<file path="src/rtl/dmem_sequencer_if.sv">
// Data-memory request/grant/response bus.
// The sequencer drives the master side; the memory drives the slave side.
interface dmem_if #(
  parameter int W = 32
);
  logic         req;
  logic         we;
  logic [W-1:0] addr;
  logic [W-1:0] wdata;
  logic [3:0]   be;
  logic         gnt;
  logic         rvalid;
  logic [W-1:0] rdata;

  modport master (
    output req, we, addr, wdata, be,
    input  gnt, rvalid, rdata
  );

  modport slave (
    input  req, we, addr, wdata, be,
    output gnt, rvalid, rdata
  );
endinterface

</file>
<file path="src/rtl/dmem_sequencer.sv">
// Memory-stage load/store sequencer: one access outstanding,
// stalls the pipeline until the data-memory access completes.
module dmem_sequencer #(
  parameter int DATA_W         = 32,
  parameter int TIMEOUT_CYCLES = 255
) (
  input  logic              clk,
  input  logic              reset,
  input  logic              valid_i,
  input  logic              is_load_op_i,
  input  logic              is_store_op_i,
  input  logic              is_byte_op_i,
  input  logic [DATA_W-1:0] addr_i,
  input  logic [DATA_W-1:0] store_data_i,
  input  logic [4:0]        rd_i,
  output logic              stall_o,
  output logic              wb_valid_o,
  output logic [4:0]        wb_rd_o,
  output logic [DATA_W-1:0] wb_data_o,
  dmem_if.master            mem,
  output logic              err_o
);

  localparam int CW = $clog2(TIMEOUT_CYCLES + 1);

  typedef enum logic [1:0] {
    IDLE,
    REQ,
    WAIT,
    DONE
  } state_t;

  state_t state, state_n;

  logic              mem_op;
  logic              misalign;
  logic              timeout;
  logic              ld_done;
  logic              set_err;
  logic              st_q;
  logic              byte_q;
  logic [1:0]        off_q;
  logic [4:0]        rd_q;
  logic [CW-1:0]     cnt;
  logic [DATA_W-1:0] addr_q;
  logic [DATA_W-1:0] wdata_q;
  logic [3:0]        be_q;
  logic [DATA_W-1:0] ld_data;

  assign mem_op   = valid_i & (is_load_op_i | is_store_op_i);
  assign misalign = ~is_byte_op_i & (addr_i[1:0] != 2'b00);
  assign timeout  = (cnt == CW'(TIMEOUT_CYCLES));

  assign ld_data = byte_q
    ? {{(DATA_W-8){1'b0}}, mem.rdata[{off_q, 3'b000} +: 8]}
    : mem.rdata;

  // Request is withdrawn in the timeout cycle so a late grant cannot land.
  assign mem.req   = (state == REQ) & ~timeout;
  assign mem.we    = st_q;
  assign mem.addr  = addr_q;
  assign mem.wdata = wdata_q;
  assign mem.be    = be_q;

  assign stall_o = (state == REQ) | (state == WAIT)
                 | ((state == IDLE) & mem_op);

  always_comb begin
    state_n = state;
    ld_done = 1'b0;
    set_err = 1'b0;
    unique case (state)
      IDLE: begin
        if (mem_op) begin
          if (misalign) begin
            set_err = 1'b1;
            state_n = DONE;
          end else begin
            state_n = REQ;
          end
        end
      end
      REQ: begin
        if (timeout) begin
          set_err = 1'b1;
          state_n = DONE;
        end else if (mem.gnt) begin
          if (st_q) begin
            state_n = DONE;
          end else if (mem.rvalid) begin
            ld_done = 1'b1;
            state_n = DONE;
          end else begin
            state_n = WAIT;
          end
        end
      end
      WAIT: begin
        if (timeout) begin
          set_err = 1'b1;
          state_n = DONE;
        end else if (mem.rvalid) begin
          ld_done = 1'b1;
          state_n = DONE;
        end
      end
      DONE:    state_n = IDLE;
      default: state_n = IDLE;
    endcase
  end

  always_ff @(posedge clk) begin
    if (reset) begin
      state      <= IDLE;
      err_o      <= 1'b0;
      wb_valid_o <= 1'b0;
      wb_rd_o    <= '0;
      wb_data_o  <= '0;
      st_q       <= 1'b0;
      byte_q     <= 1'b0;
      off_q      <= '0;
      rd_q       <= '0;
      cnt        <= '0;
      addr_q     <= '0;
      wdata_q    <= '0;
      be_q       <= '0;
    end else begin
      state      <= state_n;
      err_o      <= err_o | set_err;
      wb_valid_o <= ld_done;
      wb_rd_o    <= ld_done ? rd_q : 5'd0;
      wb_data_o  <= ld_done ? ld_data : '0;
      if ((state == IDLE) && mem_op) begin
        st_q    <= is_store_op_i;
        byte_q  <= is_byte_op_i;
        off_q   <= addr_i[1:0];
        rd_q    <= rd_i;
        cnt     <= '0;
        addr_q  <= {addr_i[DATA_W-1:2], 2'b00};
        wdata_q <= is_byte_op_i ? {4{store_data_i[7:0]}}
                                : store_data_i;
        be_q    <= (is_store_op_i & is_byte_op_i)
                   ? (4'b0001 << addr_i[1:0]) : 4'hF;
      end else if ((state == REQ) || (state == WAIT)) begin
        cnt <= cnt + 1'b1;
      end
    end
  end

endmodule

</file>
<file path="src/flat_wrapper.sv">
// flat-port wrapper written by rule: the top's interface ports become plain ports
module dmem_sequencer_flat 
#(
  parameter int DATA_W         = 32,
  parameter int TIMEOUT_CYCLES = 255
)
  (clk, reset, valid_i, is_load_op_i, is_store_op_i, is_byte_op_i, addr_i, store_data_i, rd_i, stall_o, wb_valid_o, wb_rd_o, wb_data_o, err_o, mem_req, mem_we, mem_addr, mem_wdata, mem_be, mem_gnt, mem_rvalid, mem_rdata);
  dmem_if mem_i ();
  input  logic clk;
  input  logic reset;
  input  logic valid_i;
  input  logic is_load_op_i;
  input  logic is_store_op_i;
  input  logic is_byte_op_i;
  input  logic [DATA_W-1:0] addr_i;
  input  logic [DATA_W-1:0] store_data_i;
  input  logic [4:0] rd_i;
  output logic stall_o;
  output logic wb_valid_o;
  output logic [4:0] wb_rd_o;
  output logic [DATA_W-1:0] wb_data_o;
  output logic err_o;
  output wire logic [$bits(mem_i.req)-1:0] mem_req;
  output wire logic [$bits(mem_i.we)-1:0] mem_we;
  output wire logic [$bits(mem_i.addr)-1:0] mem_addr;
  output wire logic [$bits(mem_i.wdata)-1:0] mem_wdata;
  output wire logic [$bits(mem_i.be)-1:0] mem_be;
  input wire logic [$bits(mem_i.gnt)-1:0] mem_gnt;
  input wire logic [$bits(mem_i.rvalid)-1:0] mem_rvalid;
  input wire logic [$bits(mem_i.rdata)-1:0] mem_rdata;
  assign mem_req = mem_i.req;
  assign mem_we = mem_i.we;
  assign mem_addr = mem_i.addr;
  assign mem_wdata = mem_i.wdata;
  assign mem_be = mem_i.be;
  assign mem_i.gnt = mem_gnt;
  assign mem_i.rvalid = mem_rvalid;
  assign mem_i.rdata = mem_rdata;
  dmem_sequencer #(.DATA_W(DATA_W), .TIMEOUT_CYCLES(TIMEOUT_CYCLES)) u_core (.clk(clk), .reset(reset), .valid_i(valid_i), .is_load_op_i(is_load_op_i), .is_store_op_i(is_store_op_i), .is_byte_op_i(is_byte_op_i), .addr_i(addr_i), .store_data_i(store_data_i), .rd_i(rd_i), .stall_o(stall_o), .wb_valid_o(wb_valid_o), .wb_rd_o(wb_rd_o), .wb_data_o(wb_data_o), .mem(mem_i), .err_o(err_o));
endmodule
</file>
<file path="config.mk">
export PLATFORM = sky130hd
export DESIGN_NAME = dmem_sequencer_flat
export DESIGN_NICKNAME = d
export VERILOG_FILES = /design/src/rtl/dmem_sequencer_if.sv /design/src/rtl/dmem_sequencer.sv /design/src/flat_wrapper.sv
export SDC_FILE = /design/constraint.sdc
export NUM_CORES = 1
export LEC_CHECK = 0
export BUFFER_PORTS_ARGS = -buffer_cell sky130_fd_sc_hd__buf_2
export CAP_MARGIN = 20
export CORE_MARGIN = 5
export CORE_UTILIZATION = 45
export DETAILED_ROUTE_END_ITERATION = 7
export PLACE_DENSITY_LB_ADDON = 0.15
export SLEW_MARGIN = 20
export SYNTH_ARGS = -nofsm -noshare
export SYNTH_HDL_FRONTEND = slang
export SYNTH_SLANG_ARGS = --single-unit
</file>
<file path="constraint.sdc">
create_clock -name clk -period 1.9 [get_ports clk]
set_input_delay 0.19 -clock clk [delete_from_list [all_inputs] [get_ports clk]]
set_output_delay 0.19 -clock clk [all_outputs]
set_load 0.01 [all_outputs]
</file>
==> metrics.md <==
| Metric | Value |
|---|---|
| Status | `completed` |
| Post-place instance area | `0.00595 sq mm` |
| Gr usage total | `0.230` |
| Die Area | `0.0127 sq mm` |
| Largest area contributor in the netlist | `dfxtp_1` |
| Int Power | `6240 uW` |
| Source of the worst hold timing path | `is_store_op_i` |
| Pleak | `0.00345 uW` |
| Kind of critical path | `reg -> out` |
| FMAX | `0.544 GHz` |
| Largest net degree at the start of global routing | `78` |
| M1 GR Usage | `0.248` |
| Most frequent cell after synthesis | `dfxtp_1` |
| Initial DRC Count | `214` |
| Area growth syn-to-layout | `55.8%` |
| Vias | `4711` |
| Final Setup Violations | `0` |
| Initial core utilization | `0.462` |
| Synth cell types | `48` |
| Period Utilization, post-route | `0.968` |
| Post-synth ARST share | `0` |
| Number of global-route vias before repair | `4879` |
| Global placement routability congestion | `0.834` |
| Final Max Slew Viols | `0` |
| Post-layout instance area | `0.00742 sq mm` |
| Final HPWL DP | `9670 um` |
| Grt ovf | `0` |
| Top_reg_cell synth | `dfxtp_1` |
| CTS clock-pin slew for the worst setup and hold paths | `0.06 ns` |
| Post-synth EDFFs | `0` |
| CTS tree | `yes` |
| Area contributors post-synth | `dfxtp_1 52%, nand2_1 8.0%, a21oi_1 6.0%` |
| FILL cells | `771` |
| R2r setup slk | `0.10 ns` |
| Dpl ws | `0.0823 ns` |
| Nets | `923` |
| GRT busiest layer | `met2` |
| Setup TNS | `0 ns` |
| Post-DR vias/cell | `4.92` |
| Switching Fraction | `0.307` |
| Peak supply drop | `0.567 mV` |
| Synthesis-stage register bit count | `124` |
| Post-Route WL | `14800 um` |
| R2r startpoint | `u_core.state[0]` |
| Antenna Cells | `0` |
| Final setup margin | `0.0606 ns` |
| Commonest cells post-synth | `124 x dfxtp_1, 102 x nand2_1, 57 x a21oi_1, 40 x nor2_1, 29 x and2_1` |
| Max_cap viols | `0` |
| Clock Latency Late Sink | `0.50 ns` |
| Yosys warning total | `0` |
| Cells after synthesis | `519` |
| RSZ-0062 raised after global routing | `true` |
| Hold depth | `3` |
| Number of detailed-route iterations in the first pass | `5` |
| Fraction of layout cells with a size suffix above 1 | `0.337` |
| # IOs | `219` |
| CTS root buffer | `clkbuf_8` |
| Die Ht | `113 um` |
| Die width | `113 um` |
| Fin crit period | `1.84 ns` |
| Sink Count | `124` |
| Worst Hold Path EP | `u_core.mem.we` |
| First-pass GRT wire length | `23600 um` |
| Reg power frac | `0.357` |
| R2r endpoint | `u_core.mem.wdata[16]` |
| Max clock buf depth | `2` |
| Core footprint | `0.0103 sq mm` |
| Power share of the combinational group | `0.273` |
| Mapped Area | `0.00477 sq mm` |
| Hold Crit Class | `in -> reg` |
| Worst-Margin Slew | `0.815 ns` |
| WP data arrival | `1.65 ns` |
| Critical path data required time | `1.71 ns` |
| Relative slew slack | `0.456` |
| Remaining DRCs | `0` |
| Seq/Total Area, Yosys | `0.521` |
| Count of buffers from port buffering | `216` |
| Final ANT Viol Nets | `0` |
| H-tree levels | `4` |
| Number of buffers created by CTS | `17` |
| Initial antenna violation count | `0` |
| Routing usage on met2 | `0.397` |
| Final Hold Viols | `0` |
| Pwr per Cell Area | `1210 mW/mm^2` |
| Post-synth top area share | `0.521` |
| Setup crit start kind | `register` |
| Switching pwr | `2760 uW` |
| Crit-path max FO | `4` |
| Rows | `37` |
| Reg2reg path depth | `6` |
| Endpoint class of the critical path | `output port` |
| Skew final | `0.00439 ns` |
| M3 GR Usage | `0.0856` |
| DR WL/cell | `15.5 um` |
| Syn_area_per_cell | `9.18 sq um` |
| Share of total power in the clock network | `0.370` |
-- metal layers --
metal	wire length (um)	vias up
met5	0	-
met4	533	0
met3	1180	38
met2	7370	182
met1	5720	2146
li1	-	2345
-- critical path, cell delays in order, from the launching register on --
cell and delay (ns):
dfxtp_1 0.40, ha_2 0.24, nand3_2 0.12, nor2_4 0.17, nor2b_1 0.08, buf_2 0.14
-- kinds of logic (layout without fill, tap and decap cells) --
| logic type | count (synthesis) | count (layout) | synth area share |
|---|---|---|---|
| compound gates | 115 | 116 | 0.152 |
| xor+xnor | 5 | 5 | 0.00919 |
| fa+ha+maj | 5 | 5 | 0.0131 |
| buf+inv | 45 | 345 | 0.0459 |
| flops | 124 | 124 | 0.521 |
| mux | 33 | 33 | 0.0714 |
| other cells | 1 | 2 | 0.000787 |
| simple gates | 191 | 191 | 0.186 |
-- what timing repair did --
| item | CTS | global route |
|---|---|---|
| buffers inserted | 1 | 0 |
| hold buffers | 82 | 0 |
| endpoints found under the setup margin | 1 | 3 |
| resized for setup | 2 | 2 |
| gates cloned | 1 | 0 |
| pin swaps | 1 | 0 |
| endpoints found under the hold margin | 83 | 0 |
-- area by class of cell --
type	instances	area [sq um]	area share
Clock inverter	13	191	0.0258
Timing Repair Buffer	307	2010	0.270
Inverter	7	31.3	0.00421
Sequential cell	124	2480	0.335
Tap cell	136	170	0.0229
Multi-Input combinational cell	352	2110	0.285
Clock buffer	18	428	0.0576
-- power groups by stage --
stage                     clock [uW]  sequential (uW)  combinational (uW)
after floorplan                    0             3370                1270
after global placement             0             3240                2150
after detailed placement           0             3260                2220
after CTS                       3400             3210                2460
after global routing            3540             3270                2710
final                           3330             3220                2450
-- through the flow --
step | instances | total power [uW] | hold slack, ns | utilization
4_1_cts | 957 | 9070 | 0.000443 | 0.719
5_1_grt | 957 | 9510 | 0.0133 | 0.719
3_3_place_gp | 842 | 5390 | 0.406 | 0.576
2_1_floorplan | 520 | 4640 | 0.312 | -
3_5_place_dp | 842 | 5470 | 0.410 | 0.576
6_report | 957 | 9000 | 0.0226 | 0.719
-- state kept, by name, indices dropped and copies added (netlist names) --
name / count
u_core.byte_q: 1
u_core.cnt: 8
u_core.err_o: 1
u_core.mem.addr: 30
u_core.mem.be: 4
u_core.mem.wdata: 32
u_core.mem.we: 1
u_core.off_q: 2
u_core.rd_q: 5
u_core.state: 2
u_core.wb_data_o: 32
u_core.wb_rd_o: 5
u_core.wb_valid_o: 1
-- layout by cell type (no fill, tap or decap), types with 3 or more instances in the layout --
master / instances
and2_1: 29
xor2_1: 4
dlygate4sd3_1: 82
nand4_1: 3
clkinvlp_4: 3
buf_2: 216
buf_4: 6
o21ai_0: 6
a211oi_1: 24
mux2_2: 7
a22oi_1: 8
ha_1: 3
clkinv_4: 3
clkbuf_16: 16
inv_6: 3
a22o_1: 8
bufinv_16: 4
inv_1: 5
dfxtp_1: 123
mux2i_1: 25
buf_12: 3
a21oi_1: 57
nor2_1: 40
nor2b_1: 4
nand2_1: 102
-- how the worst max path moves through the flow --
stage	from	end	slack [ns]	cells after the start
after floorplan	u_core.state[0]	u_core.wb_rd_o[0]	0.24	8
after global placement	u_core.state[0]	u_core.wb_rd_o[4]	0.17	6
after detailed placement	u_core.state[0]	u_core.wb_rd_o[1]	0.08	6
after CTS	u_core.cnt[0]	mem_req	0.03	5
after global routing	u_core.cnt[0]	mem_req	-0.04	5
final	u_core.cnt[0]	mem_req	0.06	5
Note: power is estimated with default switching activity, not from simulation.
